==> src/rtl/uart_rx_cfg.sv <==
// Runtime-configurable UART receiver: 16x oversampling, 2-of-3 majority vote, 5-8 data bits,
// optional parity, 1/2 stop bits, break detection, valid/ready output. Optional noise flag: UART_RX_NOISE_FLAG_EN.
module uart_rx_cfg #(
  parameter int DIV_W       = 16,
  parameter int SYNC_STAGES = 2
) (
  input  logic             i_clk,
  input  logic             i_srst,
  input  logic             i_rx_en,
  input  logic [DIV_W-1:0] i_cfg_baud_div,
  input  logic [1:0]       i_cfg_data_bits,
  input  logic [1:0]       i_cfg_parity,
  input  logic             i_cfg_stop2,
  input  logic             i_rx_serial,
  input  logic             i_rx_ready,
  input  logic             i_rx_clr_ovr,
  output logic [7:0]       o_rx_data,
  output logic             o_rx_valid,
  output logic             o_rx_frame_err,
  output logic             o_rx_parity_err,
  output logic             o_rx_break,
  output logic             o_rx_overrun,
  output logic             o_rx_busy,
  output logic             o_rx_noise
);

  // state    | meaning
  // IDLE     | waiting for a start edge
  // START    | start bit, false-start check at its vote point
  // DATA     | data bits, LSB first
  // PARITY   | parity bit
  // STOP1    | first stop bit
  // STOP2    | second stop bit
  // DONE     | one clock: deliver word or flag overrun
  // BRK_WAIT | break seen, waiting for the line to return high
  localparam logic [2:0] S_IDLE   = 3'd0;
  localparam logic [2:0] S_START  = 3'd1;
  localparam logic [2:0] S_DATA   = 3'd2;
  localparam logic [2:0] S_PARITY = 3'd3;
  localparam logic [2:0] S_STOP1  = 3'd4;
  localparam logic [2:0] S_STOP2  = 3'd5;
  localparam logic [2:0] S_DONE   = 3'd6;
  localparam logic [2:0] S_BRK    = 3'd7;

  logic [SYNC_STAGES-1:0] r_sync;
  logic                   r_rx_prev;
  logic [DIV_W-1:0]       r_div;
  logic [3:0]             r_smp;
  logic                   r_v0, r_v1;
  logic [2:0]             r_state;
  logic [2:0]             r_bit_cnt;
  logic [1:0]             r_nbits;
  logic [1:0]             r_par;
  logic                   r_stop2;
  logic [7:0]             r_shift;
  logic                   r_xor, r_zero, r_par_err, r_frm_err;
  logic [7:0]             r_data;
  logic                   r_valid, r_fe, r_pe, r_brk, r_ovr;

  logic w_rx, w_start, w_tick, w_eval, w_end, w_maj, w_last_bit, w_par_en, w_done, w_accept;
  logic [7:0] w_data_rj;

  assign w_rx       = r_sync[SYNC_STAGES-1];
  assign w_start    = (r_state == S_IDLE) && i_rx_en && r_rx_prev && !w_rx;
  assign w_tick     = i_rx_en && (r_div == '0);
  assign w_eval     = w_tick && (r_smp == 4'd9);
  assign w_end      = w_tick && (r_smp == 4'd15);
  assign w_maj      = (r_v0 & r_v1) | (r_v0 & w_rx) | (r_v1 & w_rx);
  assign w_last_bit = (r_bit_cnt == ({1'b0, r_nbits} + 3'd4));
  assign w_par_en   = r_par[0] ^ r_par[1];
  assign w_done     = (r_state == S_DONE) && i_rx_en;
  assign w_accept   = !r_valid || i_rx_ready;
  assign w_data_rj  = r_shift >> (2'd3 - r_nbits);

  always_ff @(posedge i_clk) begin
    if (i_srst) begin
      r_sync    <= '1;
      r_rx_prev <= 1'b1;
      r_div     <= '0;
      r_smp     <= '0;
      r_v0      <= 1'b0;
      r_v1      <= 1'b0;
    end else begin
      r_sync    <= {r_sync[SYNC_STAGES-2:0], i_rx_serial};
      r_rx_prev <= w_rx;
      if (i_rx_en) begin
        if (w_start || w_tick) r_div <= i_cfg_baud_div;
        else                   r_div <= r_div - {{(DIV_W-1){1'b0}}, 1'b1};
      end
      if (w_start)     r_smp <= '0;
      else if (w_tick) r_smp <= r_smp + 4'd1;
      if (w_tick && r_smp == 4'd7) r_v0 <= w_rx;
      if (w_tick && r_smp == 4'd8) r_v1 <= w_rx;
    end
  end

  always_ff @(posedge i_clk) begin
    if (i_srst) begin
      r_state   <= S_IDLE;
      r_bit_cnt <= '0;
      r_nbits   <= '0;
      r_par     <= '0;
      r_stop2   <= 1'b0;
      r_shift   <= '0;
      r_xor     <= 1'b0;
      r_zero    <= 1'b0;
      r_par_err <= 1'b0;
      r_frm_err <= 1'b0;
    end else if (!i_rx_en) begin
      r_state <= S_IDLE;
    end else begin
      case (r_state)
        S_IDLE: if (w_start) begin
          r_state   <= S_START;
          r_nbits   <= i_cfg_data_bits;
          r_par     <= i_cfg_parity;
          r_stop2   <= i_cfg_stop2;
          r_bit_cnt <= '0;
          r_xor     <= 1'b0;
          r_zero    <= 1'b1;
          r_par_err <= 1'b0;
          r_frm_err <= 1'b0;
        end
        S_START: begin
          if (w_eval && w_maj) r_state <= S_IDLE;
          else if (w_end)      r_state <= S_DATA;
        end
        S_DATA: begin
          if (w_eval) begin
            r_shift <= {w_maj, r_shift[7:1]};
            r_xor   <= r_xor ^ w_maj;
            r_zero  <= r_zero & !w_maj;
          end
          if (w_end) begin
            if (w_last_bit) r_state <= w_par_en ? S_PARITY : S_STOP1;
            else            r_bit_cnt <= r_bit_cnt + 3'd1;
          end
        end
        S_PARITY: begin
          // odd (2'b10) expects XOR of data and parity bit to be 1, even expects 0
          if (w_eval) begin
            r_par_err <= ((r_xor ^ w_maj) != r_par[1]);
            r_zero    <= r_zero & !w_maj;
          end
          if (w_end) r_state <= S_STOP1;
        end
        S_STOP1: begin
          if (w_eval) begin
            r_frm_err <= !w_maj;
            r_zero    <= r_zero & !w_maj;
            if (!r_stop2) r_state <= S_DONE;
          end else if (w_end) begin
            r_state <= S_STOP2;
          end
        end
        S_STOP2: if (w_eval) begin
          r_frm_err <= r_frm_err | !w_maj;
          r_state   <= S_DONE;
        end
        S_DONE:  r_state <= r_zero ? S_BRK : S_IDLE;
        S_BRK:   if (w_rx) r_state <= S_IDLE;
        default: r_state <= S_IDLE;
      endcase
    end
  end

  always_ff @(posedge i_clk) begin
    if (i_srst) begin
      r_data  <= '0;
      r_valid <= 1'b0;
      r_fe    <= 1'b0;
      r_pe    <= 1'b0;
      r_brk   <= 1'b0;
      r_ovr   <= 1'b0;
    end else begin
      if (w_done && w_accept) begin
        r_data  <= w_data_rj;
        r_fe    <= r_frm_err;
        r_pe    <= r_par_err;
        r_brk   <= r_zero;
        r_valid <= 1'b1;
      end else if (r_valid && i_rx_ready) begin
        r_valid <= 1'b0;
      end
      if (w_done && !w_accept) r_ovr <= 1'b1;
      else if (i_rx_clr_ovr)   r_ovr <= 1'b0;
    end
  end

`ifdef UART_RX_NOISE_FLAG_EN
  logic r_noise_acc, r_noise_out;
  logic w_disagree;
  assign w_disagree = (r_v0 != r_v1) || (r_v1 != w_rx);

  always_ff @(posedge i_clk) begin
    if (i_srst) begin
      r_noise_acc <= 1'b0;
      r_noise_out <= 1'b0;
    end else begin
      if (w_start)
        r_noise_acc <= 1'b0;
      else if (w_eval && (r_state inside {S_START, S_DATA, S_PARITY, S_STOP1, S_STOP2}))
        r_noise_acc <= r_noise_acc | w_disagree;
      if (w_done && w_accept) r_noise_out <= r_noise_acc;
    end
  end
  assign o_rx_noise = r_noise_out;
`else
  assign o_rx_noise = 1'b0;
`endif

  assign o_rx_data       = r_data;
  assign o_rx_valid      = r_valid;
  assign o_rx_frame_err  = r_fe;
  assign o_rx_parity_err = r_pe;
  assign o_rx_break      = r_brk;
  assign o_rx_overrun    = r_ovr;
  assign o_rx_busy       = (r_state != S_IDLE);

endmodule

==> config.mk <==
export PLATFORM = sky130hd
export DESIGN_NAME = uart_rx_cfg
export DESIGN_NICKNAME = d
export VERILOG_FILES = /design/src/rtl/uart_rx_cfg.sv
export SDC_FILE = /design/constraint.sdc
export NUM_CORES = 1
export LEC_CHECK = 0
export BUFFER_PORTS_ARGS = -buffer_cell sky130_fd_sc_hd__buf_2
export CELL_PAD_IN_SITES_DETAIL_PLACEMENT = 1
export CELL_PAD_IN_SITES_GLOBAL_PLACEMENT = 2
export CORE_UTILIZATION = 38
export CTS_BUF_LIST = sky130_fd_sc_hd__clkbuf_4 sky130_fd_sc_hd__clkbuf_8
export CTS_CLUSTER_DIAMETER = 40
export CTS_CLUSTER_SIZE = 28
export DETAILED_ROUTE_END_ITERATION = 8
export PLACE_DENSITY_LB_ADDON = 0.05
export SLEW_MARGIN = 20
export SYNTH_ARGS = -nofsm -noshare
export SYNTH_HDL_FRONTEND = slang
export SYNTH_SLANG_ARGS = --single-unit
==> constraint.sdc <==
create_clock -name i_clk -period 2.9 [get_ports i_clk]
set_input_delay 0.29 -clock i_clk [delete_from_list [all_inputs] [get_ports i_clk]]
set_output_delay 0.29 -clock i_clk [all_outputs]
set_load 0.05 [all_outputs]
---- Yosys cells after proc, flatten, opt, wreduce, memory -nomap -nowiden ----
Index checks and enable logic that the tools add are counted.
word-level totals
  logic and storage cells ................. 138
  output and inout bits ................... 15
  bits in registers ....................... 61
  input port bits ......................... 27
cells by class
  shift-type cells ........................ 1
  bitwise operators ....................... 10
  add/sub/neg operators ................... 5
  eq/ne operators ......................... 27
  reduce and logical (&&, ||, !) cells .... 39
  muxes and demuxes ....................... 34
operators by type and width
  operator                 count
  $mux W3                  16
  $pmux W3 S8              1
  $ne A2 B2 Y1 const B     10
  $logic_not A16 Y1        1
  $mux W16                 1
  $sub A16 B1 Y16 const B  1
  $logic_and A1 B1 Y1      13
  $eq A3 B3 Y1 const B     4
  $eq A4 B4 Y1 const B     3
  $reduce_and A4 Y1        3
  $mux W1                  11
  $reduce_and A5 Y1        2
  $reduce_bool A2 Y1       5
  $ne A3 B3 Y1 const B     3
  $reduce_and A9 Y1        1
  $shr A8 B2 Y8            1
  $eq A3 B2 Y1 const B     2
  $pmux W1 S2              3
  $pmux W3 S2              1
  $reduce_and A3 Y1        2
  $reduce_bool A3 Y1       2
  $add A4 B1 Y4 const B    1
  $and A1 B1 Y1            4
  $eq A4 B3 Y1 const B     1
  16 further kinds         24

---- Longest topological paths before layout ----
  word-level depth ........................ 7
  mapped depth ............................ 10
  depth with buffers taken out ............ 8

---- Worst setup path before layout ----
No wires, ideal clock.
  path kind ............................... register to register
  from .................................... reg r_div[0]
  to ...................................... reg r_state[0]
  buffers on the path ..................... 1
  stages on the path, launching flop included .. 10
  data arrival time ....................... 1816 ps
  path slack .............................. 943 ps
  clock period less this slack ............ 1957 ps
  library setup time ...................... 142 ps
  data required time ...................... 2758 ps
  cell sequence ........................... dfxtp_1 -> inv_1 -> ha_1 -> and4bb_2 -> and4_4 -> buf_6 -> a21o_2 -> o32ai_2 -> o311ai_1 -> mux2i_1
on the way
  cells in the longest elaborated chain, start to end .. 6
  elaborated cells between the ends (all ways) .. 15
  those cells by class .................... 6 x eq/ne; 3 x mux; 6 x reduce/logical
ends and longest elaborated chain
  what                                                        line  RTL
  start, declared                                             47    logic [DIV_W-1:0] r_div;
  start signal, assigned                                      87    if (w_start || w_tick) r_div <= i_cfg_baud_div;
  start signal, assigned                                      88    else r_div <= r_div - {{(DIV_W-1){1'b0}}, 1'b1};
  $logic_not A16 Y1 *                                         65    assign w_tick = i_rx_en && (r_div == '0);
  $logic_and A1 B1 Y1 *                                       65
  $logic_and A1 B1 Y1                                         66    assign w_eval = w_tick && (r_smp == 4'd9);
  $logic_and A1 B1 Y1                                         125   if (w_eval && w_maj) r_state <= S_IDLE;
  $ne A3 B3 Y1 (no line) or $mux W3 (tied branches)           --
  $reduce_and A9 Y1 (no line) or $pmux W3 S8 (tied branches)  --
  end signal, assigned                                        135   if (w_last_bit) r_state <= w_par_en ? S_PARITY : S_STOP1;
  end signal, assigned                                        160   S_DONE: r_state <= r_zero ? S_BRK : S_IDLE;
  end, declared                                               50    logic [2:0] r_state;
Mark *: on every way between the ends. The rest lies on a longest branch, timed or not.
A chain may end at the register's enable or synchronous reset.

---- Worst setup path after layout ----
  from .................................... reg r_div[0]
  to ...................................... reg r_div[8]
on the way
  cells in the longest elaborated chain, start to end .. 4
  elaborated cells between the ends (all ways) .. 5
  those cells by class .................... 1 x add/sub; 1 x mux; 3 x reduce/logical
ends and longest elaborated chain
  what                                                                     line
  parallel branches: the longest is 3 deep, another holds $sub A16 B1 Y16  --
  $mux W16 *                                                               87
Every way passes the cells marked *.

==> metrics.log <==
[metrics] Worst Setup Path Type: flop to flop
[metrics] starting utilization of the core area: 39.8%
[metrics] core area: 0.00834 sq mm
[metrics] timing endpoint of the critical path: r_div[8]
[metrics] Placer Congestion: 0.735
[metrics] number of sinks handled by clock tree synthesis: 61
[metrics] clock network power share: between 30% and 40%
[metrics] Ys Warns: 0
[metrics] number of distinct library cell variants in the gate-level netlist after synthesis: 58
[metrics] number of cells on the critical path: 9
[metrics] Max Clock Skew: 0.00771 ns
[metrics] fraction of layout instances using a drive strength above 1: 20.0%
[metrics] Critical Path Source: r_div[0]
[metrics] largest net degree at the start of global routing: 40
[metrics] number of antenna-violating nets in the routed design: 0
[metrics] Final setup violation count: 0
[metrics] transition time at the pin with the least slew margin: 0.694 ns
[metrics] total power after layout: 0.00223 W
[metrics] number of buffers inserted for hold repair after clock tree synthesis: 0
[metrics] Root Driver: sky130_fd_sc_hd__clkbuf_8
[metrics] CTS-repair resized insts: 0
[metrics] Crit-path slowest cell: sky130_fd_sc_hd__dfxtp_1
[metrics] Critical Path RT: approximately 3.2 ns
[metrics] fraction of synthesis flops using an asynchronous set or reset pin: 0%
[metrics] startpoint kind of the worst setup timing path: flop
[metrics] share of synthesized area occupied by flip-flops and latches: 36.8%
[metrics] Slew Limit Headroom: 53.0%
[metrics] overall fraction of global-route tracks in use: 20.0%
[metrics] Inserted Diodes: 0
[metrics] Final nets: 473
[metrics] arrival time of the worst setup path: 2.58 ns
[metrics] count of flip-flops with a built-in enable after synthesis: 0
[metrics] nets in the synthesized netlist: 438
[metrics] internal power component: 0.00152 W
[metrics] H-tree level count: 3
[metrics] mean area per synthesized cell: 8.20 sq um
[metrics] type of destination of the critical path: flop
[metrics] via count: roughly 3000
[metrics] estimated wirelength of the detail-placed design: 6.01 mm
[metrics] maximum root-to-sink buffer count: 2
[metrics] Static Leakage: 1.51 nW
[metrics] sequential fraction of design power: 43.1%
[metrics] width of the chip: approximately 96 um
[metrics] number of register bits inferred by synthesis: just over 60
[metrics] launch point of the worst reg-to-reg path: r_div[0]
[metrics] P per Cell Area: 590 mW/mm^2
[metrics] post-route clock period utilization: 80.0%
[metrics] first-pass GRT wire length: 14.0 mm
[metrics] antenna violations before repair: 0
[metrics] length in cells of the worst reg-to-reg path: 9
[metrics] ordered cell list for the critical path: inv_1 -> ha_1 -> and4bb_2 -> nand4_2 -> and2_1 -> buf_4 -> nor2_1 -> a41o_1 -> a211oi_1
[metrics] Reg2Reg Setup Slack: ~0.58 ns
[metrics] number of slew-limit violations in the final report: 0
[metrics] Comb power frac: between 20% and 30%
[metrics] Max Fclk: between 0.4 and 0.5 GHz
[metrics] Total Neg Setup Slack: 0 ns
[metrics] Worst VDD drop: roughly 0.25 mV
[metrics] Layout Area Growth over Synthesis: 13.7%
[metrics] number of I/O port buffers: 40
[metrics] sum of overflow across all layers after global routing: 0
[metrics] clock latency on the worst-skew pair: 0.34 ns
[metrics] setup repair after global routing missed its margin: false
[metrics] clock tree from TritonCTS: built
[metrics] Top FF cell, synth: sky130_fd_sc_hd__dfxtp_1
[metrics] Remaining DRCs: 0
[metrics] vias in the first global route: 2951
[metrics] total die area: 0.00912 sq mm
[metrics] max capacitance violation total: 0
[metrics] post-layout min period: approximately 2.3 ns
[metrics] final hold violation count: 0
[metrics] via/cell ratio: 5.39
[metrics] reported net switching power: between 0.0007 and 0.0008 W
[metrics] Detailed Route Iter0 Violations: 139
[metrics] first-pass detailed-route iteration total: 4
[metrics] post-synthesis cell area: 0.00332 sq mm
[metrics] standard-cell row count: 33
[metrics] wire length per cell after detailed routing: 15.3 um
[metrics] delay of the slowest critical-path stage: between 0.4 and 0.5 ns
[metrics] die height: 95.5 um
[metrics] worst path setup slack after routing: 0.579 ns
[metrics] Largest delay share family, worst path: simple AND/OR/NAND/NOR gates
[metrics] Worst Hold Margin: 0.123 ns
[metrics] final core utilization: around 45%
[metrics] Inserted Clock Buffers: 9
[metrics] Setup Fix Bufs, Post-CTS: 0
[metrics] filler instances: approximately 1000
[metrics] IO Pins: 42
[metrics] total wirelength of the detailed-routed design: 8.42 mm
[metrics] worst path bufs/invs: 2
[metrics] r2r endpoint: r_div[8]
[metrics] run status: finished clean
[metrics] Clk pin slew, worst setup/hold paths: 0.07 ns
[metrics] post-synthesis cell count: just over 400
[metrics] switch share: 31.6%
[metrics] type of the most critical hold path: input port to flop
[metrics] critical path peak fanout: 10
[metrics] worst slack, placed: roughly 0.58 ns
[layout make-up]
cell class,instances,area [sq um],share of cell area (%)
tap,105,131,3.48
multi-input combinational,306,1910,50.6
sequential,61,1220,32.3
clock inverter,4,48.8,1.29
clock buffer,11,145,3.84
inverter,12,45.0,1.19
timing repair buffer,50,275,7.29
[Yosys cell counts (8+ instances only)]
cell | number | area share, %
sky130_fd_sc_hd__a211oi_1 | 8 | 1.8
sky130_fd_sc_hd__a21oi_1 | 28 | 4.2
sky130_fd_sc_hd__clkbuf_1 | 15 | 1.7
sky130_fd_sc_hd__dfxtp_1 | 61 | 37
sky130_fd_sc_hd__inv_1 | 12 | 1.4
sky130_fd_sc_hd__mux2i_1 | 25 | 7.5
sky130_fd_sc_hd__nand2_1 | 53 | 6.0
sky130_fd_sc_hd__nand3_1 | 14 | 2.1
sky130_fd_sc_hd__nor2_1 | 48 | 5.4
sky130_fd_sc_hd__nor3_1 | 8 | 1.2
sky130_fd_sc_hd__o21ai_0 | 23 | 3.5
[power by group through the flow]
stage          Sequential [W]  Combinational [W]  Clock [W]
2_1_floorplan        0.000960           0.000394          0
5_1_grt              0.000968           0.000559   0.000833
6_report             0.000959           0.000493   0.000774
4_1_cts              0.000959           0.000497   0.000799
3_3_place_gp         0.000977           0.000485          0
3_5_place_dp         0.000979           0.000495          0
[cell usage in the layout, fill, tap and decap left out, types with 4 or more instances in the layout]
| cell type | Yosys | final |
|---|---|---|
| sky130_fd_sc_hd__dfxtp_1 | 61 | 61 |
| sky130_fd_sc_hd__nand2_1 | 53 | 53 |
| sky130_fd_sc_hd__nor2_1 | 48 | 48 |
| sky130_fd_sc_hd__buf_2 | 3 | 40 |
| sky130_fd_sc_hd__a21oi_1 | 28 | 28 |
| sky130_fd_sc_hd__mux2i_1 | 25 | 25 |
| sky130_fd_sc_hd__o21ai_0 | 23 | 23 |
| sky130_fd_sc_hd__nand3_1 | 14 | 14 |
| sky130_fd_sc_hd__inv_1 | 12 | 12 |
| sky130_fd_sc_hd__clkbuf_8 | 0 | 10 |
| sky130_fd_sc_hd__buf_4 | 2 | 10 |
| sky130_fd_sc_hd__a211oi_1 | 8 | 8 |
| sky130_fd_sc_hd__nor3_1 | 8 | 8 |
| sky130_fd_sc_hd__xor2_1 | 6 | 6 |
| sky130_fd_sc_hd__mux2_2 | 6 | 6 |
| sky130_fd_sc_hd__o211ai_1 | 6 | 6 |
| sky130_fd_sc_hd__ha_1 | 6 | 6 |
| sky130_fd_sc_hd__a22oi_1 | 5 | 5 |
| sky130_fd_sc_hd__nor4_1 | 4 | 4 |
| sky130_fd_sc_hd__nor2b_1 | 4 | 4 |
| sky130_fd_sc_hd__and3_1 | 4 | 4 |
| sky130_fd_sc_hd__a31oi_1 | 4 | 4 |
| sky130_fd_sc_hd__a221oi_1 | 4 | 4 |
| sky130_fd_sc_hd__or2_2 | 4 | 4 |
| sky130_fd_sc_hd__and2_1 | 4 | 4 |
[stage by stage]
step | cells | instance area, sq um
after floorplan | 405 | 3320
after global placement | 534 | 3580
after detailed placement | 534 | 3580
after CTS | 549 | 3780
after global routing | 549 | 3780
final | 549 | 3780
[state kept, by name (all words and copies together), names as in the netlist, 2 cells and up]
| register | cells |
|---|---|
| r_bit_cnt | 3 |
| o_rx_data | 8 |
| r_nbits | 2 |
| r_sync | 2 |
| r_par | 2 |
| r_div | 16 |
| r_smp | 4 |
| r_shift | 8 |
| r_state | 3 |
[per-layer routing]
layer,up-vias,global-route usage [%],share of wire [%]
li1,1496,-,-
met1,1422,25.7,49
met2,33,33.0,47
met3,9,3.11,2.1
met4,0,8.58,1.5
met5,-,0,0
[worst register-to-register path: cells and delay by family (launching register included)]
kind | cells | cell delay (ns)
and+or+nand+nor | 4 | 0.86
adders and majority gates | 1 | 0.21
buffers and inverters | 2 | 0.34
AOI/OAI and AO/OA | 2 | 0.39
DFF | 1 | 0.45
[how the worst min path moves through the flow]
stage | start | to | slack (ns) | depth (start not counted)
3_3_place_gp | r_sync[0] | r_sync[1] | 0.39 | 1
4_1_cts | i_rx_serial | r_sync[0] | 0.11 | 2
5_1_grt | i_rx_serial | r_sync[0] | 0.11 | 2
2_1_floorplan | r_sync[0] | r_sync[1] | 0.39 | 1
6_report | i_rx_serial | r_sync[0] | 0.12 | 2
3_5_place_dp | r_sync[0] | r_sync[1] | 0.40 | 1
[kinds of logic (layout without fill, tap and decap cells)]
family,after synthesis,after routing,synth area share (%)
buf+inv,38,77,5.76
mux,31,31,9.57
xor+xnor,8,8,2.11
flops,61,61,36.8
fa+ha+maj,6,6,2.26
other cells,1,1,0.113
simple gates,169,169,26.1
compound gates,91,91,17.4
Power figures use the tool's default switching activity.
